===== src/rtl/stream_mux_nt1.sv =====
// N:1 valid/ready stream multiplexer with a one-deep registered output stage.
// Optional packet lock on D_LAST, enabled by defining MUX_LAST_LOCK_EN.
module stream_mux_nt1 #(
  parameter int unsigned n  = 8,
  parameter int unsigned CH = 4,
  parameter int unsigned RR = 1
) (
  input  logic                    CLK,
  input  logic                    RST,
  input  logic [$clog2(CH)-1:0]   SEL,
  input  logic [CH*n-1:0]         D_IN,
  input  logic [CH-1:0]           D_VLD,
  output logic [CH-1:0]           D_RDY,
`ifdef MUX_LAST_LOCK_EN
  input  logic [CH-1:0]           D_LAST,
  output logic                    OUT_LAST,
`endif
  output logic [n-1:0]            D_OUT,
  output logic                    OUT_VLD,
  input  logic                    OUT_RDY,
  output logic [$clog2(CH)-1:0]   GNT_CH
);

  localparam int unsigned SW = $clog2(CH);

  logic          r_out_vld;
  logic [n-1:0]  r_d_out;
  logic [SW-1:0] r_gnt;
  logic [SW-1:0] r_ptr;

  logic          w_ld;
  logic          w_lock;
  logic          w_cand_vld;
  logic [SW-1:0] w_g;
  logic [SW:0]   w_idx;
  logic [SW-1:0] w_ptr_nxt;
  logic [n-1:0]  w_d_sel;

`ifdef MUX_LAST_LOCK_EN
  logic r_lock;
  logic r_last;
  assign w_lock   = r_lock;
  assign OUT_LAST = r_last;
`else
  assign w_lock = 1'b0;
`endif

  assign w_ld = !r_out_vld || OUT_RDY;

  // Candidate selection: lock overrides arbitration; scan runs from the
  // farthest offset down so the channel nearest the pointer wins.
  always_comb begin
    w_g        = '0;
    w_cand_vld = 1'b0;
    w_idx      = '0;
    if (w_lock) begin
      w_g        = r_gnt;
      w_cand_vld = D_VLD[r_gnt];
    end else if (RR != 0) begin
      for (int k = CH - 1; k >= 0; k--) begin
        w_idx = {1'b0, r_ptr} + (SW+1)'(k);
        if (w_idx >= (SW+1)'(CH))
          w_idx = w_idx - (SW+1)'(CH);
        if (D_VLD[w_idx[SW-1:0]]) begin
          w_g        = w_idx[SW-1:0];
          w_cand_vld = 1'b1;
        end
      end
    end else if ({1'b0, SEL} < (SW+1)'(CH)) begin
      w_g        = SEL;
      w_cand_vld = D_VLD[SEL];
    end
  end

  always_comb begin
    D_RDY = '0;
    if (!RST && w_ld && w_cand_vld)
      D_RDY[w_g] = 1'b1;
  end

  assign w_ptr_nxt = (w_g == SW'(CH - 1)) ? '0 : w_g + 1'b1;
  assign w_d_sel   = D_IN[w_g*n +: n];

  always_ff @(posedge CLK) begin
    if (RST) begin
      r_out_vld <= 1'b0;
      r_d_out   <= '0;
      r_gnt     <= '0;
      r_ptr     <= '0;
`ifdef MUX_LAST_LOCK_EN
      r_lock    <= 1'b0;
      r_last    <= 1'b0;
`endif
    end else if (w_ld) begin
      if (w_cand_vld) begin
        r_out_vld <= 1'b1;
        r_d_out   <= w_d_sel;
        r_gnt     <= w_g;
`ifdef MUX_LAST_LOCK_EN
        r_last    <= D_LAST[w_g];
        // Pointer moves only when a packet completes.
        if (D_LAST[w_g]) begin
          r_lock <= 1'b0;
          if (RR != 0)
            r_ptr <= w_ptr_nxt;
        end else begin
          r_lock <= 1'b1;
        end
`else
        if (RR != 0)
          r_ptr <= w_ptr_nxt;
`endif
      end else begin
        r_out_vld <= 1'b0;
      end
    end
  end

  assign D_OUT   = r_d_out;
  assign OUT_VLD = r_out_vld;
  assign GNT_CH  = r_gnt;

endmodule


===== config.mk =====
export PLATFORM = sky130hd
export DESIGN_NAME = stream_mux_nt1
export DESIGN_NICKNAME = d
export VERILOG_FILES = /design/src/rtl/stream_mux_nt1.sv
export SDC_FILE = /design/constraint.sdc
export NUM_CORES = 1
export LEC_CHECK = 0
export BUFFER_PORTS_ARGS = -buffer_cell sky130_fd_sc_hd__buf_4
export CAP_MARGIN = 15
export CORE_ASPECT_RATIO = 0.9
export CORE_UTILIZATION = 43
export CTS_BUF_LIST = sky130_fd_sc_hd__clkbuf_16
export CTS_CLUSTER_DIAMETER = 80
export DETAILED_ROUTE_END_ITERATION = 7
export PLACE_DENSITY = 0.82
export SYNTH_ARGS = -nofsm -noshare
export SYNTH_HDL_FRONTEND = slang
export SYNTH_SLANG_ARGS = --single-unit

===== constraint.sdc =====
create_clock -name CLK -period 3 [get_ports CLK]
set_input_delay 0.45 -clock CLK [delete_from_list [all_inputs] [get_ports CLK]]
set_output_delay 0.45 -clock CLK [all_outputs]
set_load 0.01 [all_outputs]

==> impl_metrics.csv <==
group,metric,value,unit
power,ir_drop,0.428,mV
synthesis,ys.flop_type,"dfxtp_1",
clock_tree,clock_latency,250,ps
routing,routed_wl,2410,µm
sta,setup_violations,0,
synthesis,yosysWarnings,0,
routing,wl_per_cell,13.4,µm
sta,fin_skew,1.49,ps
synthesis,yosysSeqAreaShare,31.3,%
finish,area_growth,58.8,%
sta,setup_slack,494,ps
setup_path,cp-start-kind,"input port",
die,dieArea,2120,µm²
grt,grt_pass1_vias,883,
grt,grt_use_total,25.2,%
clock_tree,cts_resized,0,
sta,fmax,399,MHz
finish,finalInstanceArea,1320,µm²
clock_tree,cts_setup_buffers,0,
grt,grt_pass1_wl,3940,µm
die,num_rows,14,
finish,mostFrequentLayoutCell,"buf_4",
clock_tree,clock_sinks,13,
placed_design,dp_hpwl,1750,µm
die,dieHeight,43.7,µm
routing,vias,931,
routing,vias_per_cell,5.17,
synthesis,syn_area,832,µm²
finish,num_antenna_cells,0,
routing,drtPass1Iterations,5,
run,max-cap-violations,0,
setup_path,worst_ep_required_time,2550,ps
placed_design,port_buffers,53,
setup_path,end_kind,"output port",
sta,hold_viol_final,0,
grt,grt_max_degree,18,
die,core,1730,µm²
setup_path,cp_data_arrival_time,2060,ps
routing,first_iter_violations,11,
setup_path,r2r_cells,7,
clock_tree,clk_pin_slew_worst_paths,50,ps
sta,fin_hold_ws,411,ps
synthesis,async_flop_share,0,%
synthesis,synth_seq_cells,13,
setup_path,critPathMaxFanout,17,
power,power.density,530,nW/µm²
routing,drc_errors,0,
run_status,status,"finished clean",
sta,rsz0062_at_grt,"no",
placed_design,dp_slack,524,ps
clock_tree,cts_made_buffers,3,
die,start_util,48.0,%
clock_tree,ctsHoldBuffers,0,
sta,slew_viol_final,0,
setup_path,r2r_slack,1090,ps
synthesis,synth-edff-count,0,
sta,relSlewSlack,52.4,%
die,io_pins,56,
synthesis,avgSynthCellArea,8.16,µm²
synthesis,yosysUniqueCellTypes,26,
clock_tree,cts_tree,"built",
sta,fin_setup_tns,0,ps
grt,antenna_found_initial,0,
sta,period_needed,2510,ps
finish,nets,199,
routing,ant_nets,0,
sta,worst_pin_slew,708,ps
setup_path,critical_path_class,"input port to output port",
placed_design,gp_congestion,0.763,
finish,mostFrequentLayoutCells,"buf_4 (54), dfxtp_1 (13), mux2i_1 (12)",
power,cellLeakagePower,0.647,nW
placed_design,post_dp_cell_area,1240,µm²
die,die_x,48.4,µm
min_path,hold_class,"input port to flop",
synthesis,synthCells,102,
synthesis,synth_nets,144,
finish,drive_above_1_share,38.5,%
grt,gr-total-overflow,0,
min_path,min_path_cells,2,
clock_tree,htreeDepth,1,
sta,finalCritPeriodShare,83.5,%
clock_tree,clockRootBuffer,"clkbuf_16",
clock_tree,clockBufferDepth,2,
finish,final_core_util,76.2,%
## critical path, cell delays in order
cell and delay [ps]:
buf_4 110, nor2b_1 140, a221o_1 450, nand2_1 180, inv_2 280, ha_1 200
inv_1 40, nor2_1 90, buf_4 120
## state kept, by name, indices dropped and copies added, names as in the netlist
name,count
D_OUT,8
GNT_CH,2
OUT_VLD,1
r_ptr,2
## power by group
| part | switching [mW] | leakage (nW) | internal (mW) | total (mW) |
|---|---|---|---|---|
| logic | 0.107 | 0.497 | 0.121 | 0.228 |
| registers | 0.0171 | 0.108 | 0.200 | 0.217 |
| clock network | 0.0793 | 0.0423 | 0.176 | 0.256 |
| total | 0.204 | 0.647 | 0.497 | 0.701 |
## final timing paths
| path | from | to |
|---|---|---|
| hold reg to reg | D_OUT[1] | D_OUT[1] |
| setup reg to reg | r_ptr[1] | r_ptr[1] |
| setup / recovery | D_VLD[2] | D_RDY[3] |
| hold / removal | RST | OUT_VLD |
## Yosys cell counts (2+ instances only)
cell      instances  share of area [%]
a21boi_0          8                7.2
a21oi_1           3                1.8
and3_1            8                6.0
buf_2             2                1.2
dfxtp_1          13                 31
inv_1             3                1.4
mux2i_1          12                 14
nand2_1          11                5.0
nor2_1           10                4.5
nor2b_1           2                1.5
nor4_2            2                3.0
o211ai_1          8                7.2
o21ai_0           5                3.0
o21ai_1           3                1.8
## cell families (layout without fill, tap and decap cells)
logic type                 Yosys count  after routing  share of synthesized area (%)
and+or+nand+nor                     37             37                           22.9
AOI/OAI and AO/OA                   31             31                           25.1
DFF                                 13             13                           31.3
muxes                               12             12                           14.4
buffers and inverters                8             62                           4.81
adders and majority gates            1              1                           1.50
## per-layer routing
metal / up-vias / track usage (%) / share of wire [%]
li1: 477 / - / -
met1: 422 / 28.8 / 42
met2: 27 / 44.8 / 51
met3: 5 / 6.32 / 5.2
met4: 0 / 12.4 / 1.8
met5: - / 0 / 0
## through the flow
stage	instances	power, mW
floorplan	102	0.348
global placement	176	0.440
detailed placement	176	0.447
CTS	180	0.703
global route	180	0.734
finish	180	0.701
## final cells by class
type | count | area, µm²
clock buffers | 3 | 75.1
clock inverters | 1 | 3.75
fillers | 123 | 413
inverters | 4 | 15.0
multi-input cells | 81 | 532
flip-flops and latches | 13 | 260
well taps | 24 | 30.0
repair buffers | 54 | 405
No activity file was read; power rests on OpenSTA's default activity.
